[src/rtl/lane_deserializer_if.sv]
// Bundle between the lane deserializer and its surroundings: demux lanes in,
// assembled words out over valid/ready, plus the overflow flag controls.
interface lane_deserializer_if #(
    parameter int WIDTH = 8
);
    logic [1:0]       sel;
    logic             bit_valid;
    logic             in1;
    logic             in2;
    logic             in3;
    logic             in4;
    logic             out_ready;
    logic             ovf_clr;
    logic             out_valid;
    logic [WIDTH-1:0] out_data;
    logic [1:0]       out_lane;
    logic [3:0]       ovf;

    modport master (
        output sel, bit_valid, in1, in2, in3, in4, out_ready, ovf_clr,
        input  out_valid, out_data, out_lane, ovf
    );

    modport slave (
        input  sel, bit_valid, in1, in2, in3, in4, out_ready, ovf_clr,
        output out_valid, out_data, out_lane, ovf
    );
endinterface

[src/rtl/lane_deserializer.sv]
// Four-lane bit packer with one holding buffer per lane and a round-robin output stage.
// Define DESER_MSB_FIRST_EN to pack MSB-first; otherwise bits are packed LSB-first.
module lane_deserializer #(
    parameter int WIDTH = 8
) (
    input  logic               clk,
    input  logic               rst_n,
    lane_deserializer_if.slave bus
);
    localparam int CNT_W = (WIDTH > 2) ? $clog2(WIDTH) : 1;
    localparam logic [CNT_W-1:0] CNT_LAST = CNT_W'(WIDTH - 1);

    logic [WIDTH-1:0] shift_q [4];
    logic [WIDTH-1:0] shift_d [4];
    logic [CNT_W-1:0] cnt_q   [4];
    logic [CNT_W-1:0] cnt_d   [4];
    logic [WIDTH-1:0] buf_q   [4];
    logic [WIDTH-1:0] buf_d   [4];
    logic [3:0]       full_q;
    logic [3:0]       full_d;
    logic [3:0]       ovf_q;
    logic [3:0]       ovf_d;
    logic [1:0]       rr_q;
    logic [1:0]       rr_d;
    logic             out_valid_q;
    logic             out_valid_d;
    logic [WIDTH-1:0] out_data_q;
    logic [WIDTH-1:0] out_data_d;
    logic [1:0]       out_lane_q;
    logic [1:0]       out_lane_d;

    logic             cur_bit_s;
    logic [WIDTH-1:0] word_s;
    logic             load_s;
    logic             pick_vld_s;
    logic [1:0]       pick_s;

    // Select the bit of the addressed lane and form that lane's shifted word.
    always_comb begin
        cur_bit_s = 1'b0;
        case (bus.sel)
            2'd0:    cur_bit_s = bus.in1;
            2'd1:    cur_bit_s = bus.in2;
            2'd2:    cur_bit_s = bus.in3;
            2'd3:    cur_bit_s = bus.in4;
            default: cur_bit_s = 1'b0;
        endcase
`ifdef DESER_MSB_FIRST_EN
        word_s = {shift_q[bus.sel][WIDTH-2:0], cur_bit_s};
`else
        word_s = {cur_bit_s, shift_q[bus.sel][WIDTH-1:1]};
`endif
    end

    // Round-robin pick: first full buffer at or after rr_q, lowest offset wins.
    always_comb begin
        logic [1:0] scan;
        scan       = 2'd0;
        pick_vld_s = 1'b0;
        pick_s     = 2'd0;
        for (int k = 3; k >= 0; k--) begin
            scan = rr_q + 2'(k);
            if (full_q[scan]) begin
                pick_vld_s = 1'b1;
                pick_s     = scan;
            end else begin
                pick_vld_s = pick_vld_s;
            end
        end
    end

    assign load_s = !out_valid_q || bus.out_ready;

    // Output register next state: reload when empty or when the consumer takes the word.
    always_comb begin
        out_valid_d = out_valid_q;
        out_data_d  = out_data_q;
        out_lane_d  = out_lane_q;
        rr_d        = rr_q;
        if (load_s) begin
            if (pick_vld_s) begin
                out_valid_d = 1'b1;
                out_data_d  = buf_q[pick_s];
                out_lane_d  = pick_s;
                rr_d        = pick_s + 2'd1;
            end else begin
                out_valid_d = 1'b0;
            end
        end else begin
            out_valid_d = out_valid_q;
        end
    end

    // Lane state: shift/count capture, buffer fill or drop, and overflow flags.
    always_comb begin
        for (int i = 0; i < 4; i++) begin
            shift_d[i] = shift_q[i];
            cnt_d[i]   = cnt_q[i];
            buf_d[i]   = buf_q[i];
        end
        full_d = full_q;
        ovf_d  = bus.ovf_clr ? 4'b0000 : ovf_q;

        // Free the drained buffer first so a same-edge completion can refill it.
        if (load_s && pick_vld_s) begin
            full_d[pick_s] = 1'b0;
        end else begin
            full_d = full_d;
        end

        if (bus.bit_valid) begin
            shift_d[bus.sel] = word_s;
            if (cnt_q[bus.sel] == CNT_LAST) begin
                cnt_d[bus.sel] = {CNT_W{1'b0}};
                if (!full_d[bus.sel]) begin
                    buf_d[bus.sel]  = word_s;
                    full_d[bus.sel] = 1'b1;
                end else begin
                    ovf_d[bus.sel] = 1'b1;
                end
            end else begin
                cnt_d[bus.sel] = cnt_q[bus.sel] + CNT_W'(1);
            end
        end else begin
            full_d = full_d;
        end
    end

    // State registers with asynchronous clear.
    always_ff @(posedge clk or negedge rst_n) begin
        if (!rst_n) begin
            for (int i = 0; i < 4; i++) begin
                shift_q[i] <= {WIDTH{1'b0}};
                cnt_q[i]   <= {CNT_W{1'b0}};
                buf_q[i]   <= {WIDTH{1'b0}};
            end
            full_q      <= 4'b0000;
            ovf_q       <= 4'b0000;
            rr_q        <= 2'd0;
            out_valid_q <= 1'b0;
            out_data_q  <= {WIDTH{1'b0}};
            out_lane_q  <= 2'd0;
        end else begin
            for (int i = 0; i < 4; i++) begin
                shift_q[i] <= shift_d[i];
                cnt_q[i]   <= cnt_d[i];
                buf_q[i]   <= buf_d[i];
            end
            full_q      <= full_d;
            ovf_q       <= ovf_d;
            rr_q        <= rr_d;
            out_valid_q <= out_valid_d;
            out_data_q  <= out_data_d;
            out_lane_q  <= out_lane_d;
        end
    end

    assign bus.out_valid = out_valid_q;
    assign bus.out_data  = out_data_q;
    assign bus.out_lane  = out_lane_q;
    assign bus.ovf       = ovf_q;

endmodule

[src/flat_wrapper.sv]
// flat-port wrapper written by rule: the top's interface ports become plain ports
module lane_deserializer_flat 
#(
    parameter int WIDTH = 8
)
  (clk, rst_n, bus_sel, bus_bit_valid, bus_in1, bus_in2, bus_in3, bus_in4, bus_out_ready, bus_ovf_clr, bus_out_valid, bus_out_data, bus_out_lane, bus_ovf);
  lane_deserializer_if #(.WIDTH(WIDTH)) bus_i ();
  input  logic clk;
  input  logic rst_n;
  input wire logic [$bits(bus_i.sel)-1:0] bus_sel;
  input wire logic [$bits(bus_i.bit_valid)-1:0] bus_bit_valid;
  input wire logic [$bits(bus_i.in1)-1:0] bus_in1;
  input wire logic [$bits(bus_i.in2)-1:0] bus_in2;
  input wire logic [$bits(bus_i.in3)-1:0] bus_in3;
  input wire logic [$bits(bus_i.in4)-1:0] bus_in4;
  input wire logic [$bits(bus_i.out_ready)-1:0] bus_out_ready;
  input wire logic [$bits(bus_i.ovf_clr)-1:0] bus_ovf_clr;
  output wire logic [$bits(bus_i.out_valid)-1:0] bus_out_valid;
  output wire logic [$bits(bus_i.out_data)-1:0] bus_out_data;
  output wire logic [$bits(bus_i.out_lane)-1:0] bus_out_lane;
  output wire logic [$bits(bus_i.ovf)-1:0] bus_ovf;
  assign bus_i.sel = bus_sel;
  assign bus_i.bit_valid = bus_bit_valid;
  assign bus_i.in1 = bus_in1;
  assign bus_i.in2 = bus_in2;
  assign bus_i.in3 = bus_in3;
  assign bus_i.in4 = bus_in4;
  assign bus_i.out_ready = bus_out_ready;
  assign bus_i.ovf_clr = bus_ovf_clr;
  assign bus_out_valid = bus_i.out_valid;
  assign bus_out_data = bus_i.out_data;
  assign bus_out_lane = bus_i.out_lane;
  assign bus_ovf = bus_i.ovf;
  lane_deserializer #(.WIDTH(WIDTH)) u_core (.clk(clk), .rst_n(rst_n), .bus(bus_i));
endmodule
[config.mk]
export PLATFORM = sky130hd
export DESIGN_NAME = lane_deserializer_flat
export DESIGN_NICKNAME = d
export VERILOG_FILES = /design/src/rtl/lane_deserializer_if.sv /design/src/rtl/lane_deserializer.sv /design/src/flat_wrapper.sv
export SDC_FILE = /design/constraint.sdc
export NUM_CORES = 1
export LEC_CHECK = 0
export CORE_MARGIN = 2
export CORE_UTILIZATION = 35
export DETAILED_ROUTE_END_ITERATION = 7
export SLEW_MARGIN = 0
export SYNTH_ARGS = -nofsm -noshare
export SYNTH_HDL_FRONTEND = slang
export SYNTH_SLANG_ARGS = --single-unit
[constraint.sdc]
create_clock -name clk -period 2.5 [get_ports clk]
set_input_delay 0.625 -clock clk [delete_from_list [all_inputs] [get_ports clk]]
set_output_delay 0.625 -clock clk [all_outputs]
set_load 0.05 [all_outputs]
==> flow_summary_export.csv, run 1 <==
group,metric,value,unit
status,run_status,"finished, final reports clean",
global_routing,antenna_found_initial,0,
yosys,synth_xor_xnor_area_share,0.00604,
yosys,synth_top_family_by_area,"multiplexers",
timing,maxSlewHeadroom,0.557,
setup_path,end_kind,"register",
clock_network,cts_tree,"built",
cells_and_area,syn_to_final_growth,23.2,%
cells_and_area,num_antenna_cells,0,
timing,setup_ws,0.158,ns
floorplanning,start_util,0.360,
clock_network,path_clk_slew,0.07,ns
yosys,synth_compound_area_frac,0.0714,
setup_path,crit_type,"input port to register",
placed_design,hpwlAfterDp,6140,µm
clock_network,clockRootBuffer,"clkbuf_16",
setup_path,path_depth,10,
global_routing,grt_pass1_vias,2795,
drt,viasPerCell,4.89,
drt,wire_per_inst,16.5,µm
cells_and_area,final_common_cell,"dfrtp_1",
yosys,synthSimpleGateAreaFrac,0.0682,
yosys,synth_edf_count,0,
setup_path,r2r-start,"u_core.full_q[0]$_DFF_PN0_",
timing,period_needed,2.34,ns
setup_path,reg2regPathDepth,7,
clock_network,holdBufCountCts,0,
yosys,synthMuxAreaShare,0.280,
cells_and_area,final_cell_mix,"dfrtp_1, mux2_4, buf_4, mux2_2, clkdlybuf4s50_1",
timing,fin_hold_ws,0.300,ns
drt,drt_pre_antenna_iters,4,
setup_path,path_common_cell,"ha_4",
setup_path,cp_top_family,"multiplexers",
drt,drt_wl_total,8990,µm
placed_design,io_buffers,25,
flow_run,maxCapViolations,0,
timing,fmax,427,MHz
power,power_leakage,2.43,nW
global_routing,grt_usage,0.146,
cells_and_area,final_cell_area,5350,µm²
floorplanning,fp.dieW,115,µm
drt,first_iter_violations,128,
setup_path,crit_path_max_fanout,9,
timing,rsz0062_at_grt,"no",
setup_path,slowest_stage,"mux4_2",
drt,drc_errors,0,
placed_design,dp_slack,-0.459,ns
yosys,syn-num-nets,334,
yosys,netlist_instances,321,
clock_network,cts_sinks,93,
clock_network,cts_max_level,3,
placed_design,place_area,5030,µm²
global_routing,overflow,0,
placed_design,place.gp.congestion,0.838,
yosys,async_flop_share,1.00,
yosys,synth_warnings,0,
setup_path,critical_path_arrival,2.57,ns
timing,worst_pin_slew,0.665,ns
drt,met2WireLength,4170,µm
floorplanning,row_count,40,
setup_path,critical_path_required,2.73,ns
floorplanning,pin_count,26,
setup_path,cp_slowest_stage_delay,0.57,ns
power,ir_drop,0.506,mV
setup_path,timing.reg2reg.setup_slack,0.29,ns
timing,finalHoldViolCount,0,
drt,met1Wirelength,4410,µm
setup_path,worstPathCellList,"dlygate4sd2_1 > mux4_2 > ha_4 > ha_4 > nand2_4 > nor2_4 > nand2_2 > nor2b_4 > buf_12 > mux2_4",
cells_and_area,drive_gt1_frac,0.355,
clock_network,cts_inserted_buffers,9,
cells_and_area,fin_nets,383,
setup_path,r2r_end,"u_core.buf_q[19]$_DFFE_PN0P_",
yosys,synth_adder_area_share,0.00576,
power,powerDensity,1080,nW/µm²
drt,vias,2657,
timing,slew_viol_final,0,
yosys,ys_types,39,
timing,finalClockSkew,0.00822,ns
yosys,syn-cell-area,4350,µm²
floorplanning,die_y,115,µm
floorplanning,die_area,13300,µm²
clock_network,clk_latency,0.34,ns
drt,dr.max_layer_used,"met4",
timing,period_share,0.937,
yosys,syn_area_per_cell,13.5,µm²
cells_and_area,postLayoutCoreUtil,0.444,
setup_path,cp_num_buf_inv,2,
setup_path,cp-start-kind,"input port",
yosys,synth-seq-area-share,0.535,
clock_network,clock_path_buffers,2,
global_routing,grt_max_degree,50,
global_routing,grt_first_pass_wirelength,14800,µm
worst_hold_path,hold_path.class,"input port to asynchronous set/reset pin",
drt,ant_nets,0,
cells_and_area,fillCellCount,1085,
timing,setup_viol_count_final,0,
yosys,synth_seq_cells,93,
power,power,0.00580,W
yosys,synthFlopType,"dfrtp_1",
floorplanning,core,12100,µm²
drt,wl_met3,239,µm
## registers in the layout, summed over array words and instances, names as in the netlist
| name | cells |
|---|---|
| u_core.buf_q | 32 |
| u_core.shift_q | 28 |
| u_core.cnt_q | 12 |
| u_core.bus.out_data | 8 |
| u_core.bus.ovf | 4 |
| u_core.full_q | 4 |
| u_core.bus.out_lane | 2 |
| u_core.rr_q | 2 |
| u_core.bus.out_valid | 1 |
## layout make-up
cell class / instances / area [µm²] / share of cell area
clock buffer: 9 / 225 / 0.0421
tap: 168 / 210 / 0.0393
clock inverter: 7 / 72.6 / 0.0136
inverter: 12 / 45.0 / 0.00841
timing repair buffer: 57 / 523 / 0.0977
sequential: 93 / 2330 / 0.435
multi-input combinational: 197 / 1950 / 0.364
## cell usage after synthesis, types with 3 or more instances
library cell | instances | area (µm²)
mux2i_1 | 9 | 90.1
dfrtp_1 | 93 | 2330
mux2_4 | 24 | 360
inv_1 | 11 | 41.3
and2_1 | 8 | 50.1
mux4_2 | 11 | 248
o21ai_0 | 4 | 20.0
mux2_1 | 18 | 203
mux2_2 | 28 | 315
clkbuf_1 | 9 | 33.8
buf_6 | 3 | 33.8
nand2_1 | 17 | 63.8
nor2b_4 | 3 | 41.3
a21o_1 | 3 | 22.5
a21oi_1 | 14 | 70.1
nand3_1 | 3 | 15.0
o21ai_1 | 14 | 70.1
a211oi_1 | 8 | 60.1
nand2b_1 | 7 | 43.8
nor2_1 | 3 | 11.3
o22ai_1 | 4 | 25.0
buf_2 | 5 | 25.0
## where the power goes
part / internal [W] / total [W] / switching, W
Sequential: 0.00194 / 0.00220 / 0.000261
Combinational: 0.00102 / 0.00221 / 0.00119
Clock: 0.000779 / 0.00138 / 0.000603
Total: 0.00375 / 0.00580 / 0.00205
## stage by stage
step / std cells / TNS (ns)
final: 543 / 0
after global routing: 543 / 0
after CTS: 543 / 0
after detailed placement: 525 / -22.55
after global placement: 525 / -22.05
after floorplan: 321 / -2.63
## how the worst max path moves through the flow
stage	from	to	slack, ns
5_1_grt	bus_sel[0]	u_core.buf_q[12]$_DFFE_PN0P_	0.10
3_3_place_gp	bus_sel[0]	u_core.buf_q[10]$_DFFE_PN0P_	-0.45
4_1_cts	bus_sel[0]	u_core.buf_q[12]$_DFFE_PN0P_	0.17
2_1_floorplan	bus_sel[0]	u_core.buf_q[10]$_DFFE_PN0P_	-0.12
6_report	bus_sel[0]	u_core.buf_q[12]$_DFFE_PN0P_	0.16
3_5_place_dp	bus_sel[0]	u_core.buf_q[12]$_DFFE_PN0P_	-0.46
## repair_timing
item	in CTS	in global routing
gates resized for setup	2	0
endpoints found under the setup margin	32	0
buffers inserted	2	0
## logic make-up after synthesis
family,Yosys count
AO/OA/AOI/OAI,52
flip-flops,93
buffers and inverters,31
multiplexers,90
adder cells (fa/ha/maj),2
XOR/XNOR,3
AND/OR/NAND/NOR,50
## metal layers
| metal | global-route usage | vias up |
|---|---|---|
| li1 | - | 1256 |
| met3 | 0.0288 | 14 |
| met2 | 0.229 | 38 |
| met1 | 0.199 | 1349 |
| met5 | 0 | - |
| met4 | 0.0570 | 0 |
No activity file was read; power rests on OpenSTA's default activity.
==> run 2, diff against run 1 <==
CORE_UTILIZATION = 53   (was 35)
PLACE_DENSITY = 0.72   (was unset)
SLEW_MARGIN = 30   (was 0)
==> flow_summary_export.csv, run 2 (synthesis results as in run 1) <==
group,metric,value,unit
setup_path,critical_path_arrival,2.59,ns
flow_run,maxCapViolations,0,
timing,finalClockSkew,0.0150,ns
drt,vias,2672,
power,switchingPower,0.00202,W
timing,period_needed,2.34,ns
placed_design,dp_slack,-0.525,ns
timing,slew_viol_final,0,
floorplanning,die_y,94.6,µm
clock_network,cts_inserted_buffers,9,
timing,period_share,0.935,
setup_path,slowest_stage,"mux4_2",
setup_path,crit_path_max_fanout,9,
timing,setup_ws,0.163,ns
setup_path,r2r_end,"u_core.buf_q[17]$_DFFE_PN0P_",
worst_hold_path,hold_path.class,"input port to asynchronous set/reset pin",
floorplanning,row_count,33,
clock_network,clock_path_buffers,2,
clock_network,cts_max_level,3,
cells_and_area,final_cells,476,
cells_and_area,syn_to_final_growth,18.4,%
cells_and_area,seqCellArea,2330,µm²
cells_and_area,drive_gt1_frac,0.348,
clock_network,clockRootBuffer,"clkbuf_8",
cells_and_area,final_cell_mix,"dfrtp_1, mux2_4, mux2_2, buf_4, clkdlybuf4s50_1",
timing,maxSlewHeadroom,0.591,
cells_and_area,multi_input_area,1950,µm²
power,ir_drop,0.418,mV
setup_path,cp_slowest_stage_delay,0.54,ns
cells_and_area,final_common_cell,"dfrtp_1",
power,power.internal,0.00334,W
clock_network,path_clk_slew,0.11,ns
global_routing,overflow,0,
power,clock_power_share,0.179,
status,run_status,"finished, final reports clean",
drt,drt_wl_total,8490,µm
clock_network,cts_sinks,93,
setup_path,end_kind,"register",
cells_and_area,largestRegisters,"u_core.buf_q: 32 flops, u_core.shift_q: 28 flops, u_core.cnt_q: 12 flops",
timing,finalHoldViolCount,0,
drt,viasPerCell,5.61,
global_routing,grt_max_degree,48,
global_routing,grt_pass1_vias,2834,
clock_network,cts_tree,"built",
setup_path,r2r-start,"u_core.full_q[1]$_DFF_PN0_",
timing,fmax,428,MHz
power,powerDensity,1040,nW/µm²
floorplanning,fp.dieW,94.6,µm
setup_path,cp_top_family,"multiplexers",
floorplanning,core,8090,µm²
clock_network,clk_latency,0.37,ns
cells_and_area,fin_nets,379,
setup_path,worstPathCellList,"dlygate4sd2_1 > buf_4 > mux4_2 > ha_4 > nand2_4 > nor2_4 > nand2_2 > nor2b_4 > buf_12 > mux2_4",
placed_design,place.gp.congestion,0.776,
global_routing,grt_usage,0.212,
setup_path,timing.reg2reg.setup_slack,0.27,ns
setup_path,cp_num_buf_inv,3,
power,p_comb_frac,0.410,
placed_design,hpwlAfterDp,5900,µm
floorplanning,start_util,0.537,
timing,worst_pin_slew,0.614,ns
power,swShare,0.377,
global_routing,antenna_found_initial,0,
placed_design,io_buffers,25,
drt,first_iter_violations,88,
placed_design,dp_cells,459,
cells_and_area,top_register,"u_core.buf_q",
floorplanning,die_area,8940,µm²
cells_and_area,num_antenna_cells,0,
drt,drc_errors,0,
power,power,0.00536,W
setup_path,crit_type,"input port to register",
cells_and_area,largest_reg_flops,32,
power,power_leakage,2.37,nW
cells_and_area,postLayoutCoreUtil,0.636,
drt,drt_pre_antenna_iters,4,
setup_path,reg2regPathDepth,7,
global_routing,grt_first_pass_wirelength,14200,µm
floorplanning,pin_count,26,
timing,rsz0062_at_grt,"no",
drt,wire_per_inst,17.8,µm
drt,ant_nets,0,
power,pwr-share-seq,0.411,
setup_path,critical_path_required,2.75,ns
cells_and_area,fillCellCount,624,
clock_network,holdBufCountCts,0,
setup_path,cp-start-kind,"input port",
timing,setup_viol_count_final,0,
[run 2: changes by cell type in the layout (fill, tap and decap cells not counted)]
cell        previous run  this run
bufinv_16              1         0
clkbuf_16              9         0
buf_12                 3         4
clkinv_2               2         0
inv_6                  2         6
clkinvlp_4             2         0
buf_4                 30        25
clkinv_4               0         1
clkbuf_8               0         9
[run 2: timing repair]
| action | CTS | global route |
|---|---|---|
| endpoints found under the setup margin | 32 | 0 |
| setup buffers | 1 | 0 |
| gates resized for setup | 2 | 0 |
[run 2: cell type report]
cell class | count | area share
inverter | 12 | 0.00875
multi-input combinational | 197 | 0.379
tap | 105 | 0.0255
clock inverter | 7 | 0.0119
clock buffer | 9 | 0.0241
sequential | 93 | 0.452
timing repair buffer | 53 | 0.0982
[run 2: through the flow]
stage / area (µm²) / TNS (ns) / hold WS [ns]
5_1_grt: 5140 / 0 / 0.288
6_report: 5140 / 0 / 0.249
3_3_place_gp: 4940 / -20.14 / 0.464
2_1_floorplan: 4470 / -2.63 / 0.329
4_1_cts: 5140 / 0 / 0.273
3_5_place_dp: 4940 / -23.28 / 0.469
[run 2: worst max path at each step]
| stage | cells after the start | slack, ns | from | endpoint |
|---|---|---|---|---|
| global route | 8 | 0.1 | bus_sel[1] | u_core.buf_q[19]$_DFFE_PN0P_ |
| CTS | 10 | 0.16 | bus_sel[1] | u_core.buf_q[11]$_DFFE_PN0P_ |
| finish | 10 | 0.16 | bus_sel[1] | u_core.buf_q[11]$_DFFE_PN0P_ |
| floorplan | 12 | -0.12 | bus_sel[0] | u_core.buf_q[10]$_DFFE_PN0P_ |
| global placement | 8 | -0.48 | bus_sel[1] | u_core.buf_q[5]$_DFFE_PN0P_ |
| detailed placement | 8 | -0.52 | bus_sel[1] | u_core.buf_q[4]$_DFFE_PN0P_ |
[run 2: routing by layer]
| layer | vias to the layer above | track usage | part of all wire |
|---|---|---|---|
| met5 | - | 0 | 0 |
| met4 | 0 | 0.0906 | 0.017 |
| met3 | 12 | 0.0367 | 0.031 |
| met2 | 50 | 0.339 | 0.47 |
| met1 | 1374 | 0.288 | 0.48 |
| li1 | 1236 | - | - |
[run 2: power by group through the flow]
stage | clock, W | combinational, W | sequential [W]
global placement | 0 | 0.00217 | 0.00220
global route | 0.00105 | 0.00240 | 0.00225
detailed placement | 0 | 0.00222 | 0.00223
finish | 0.000957 | 0.00220 | 0.00220
CTS | 0.000982 | 0.00223 | 0.00220
floorplan | 0 | 0.00151 | 0.00229
[run 2: worst register-to-register path: stages, from the launching register on]
cell	delay, ns
dfrtp_1	0.45
nand2b_1	0.14
a21oi_1	0.08
a211o_1	0.30
xor2_1	0.15
a31o_2	0.24
nor2b_4	0.43
mux2_4	0.34
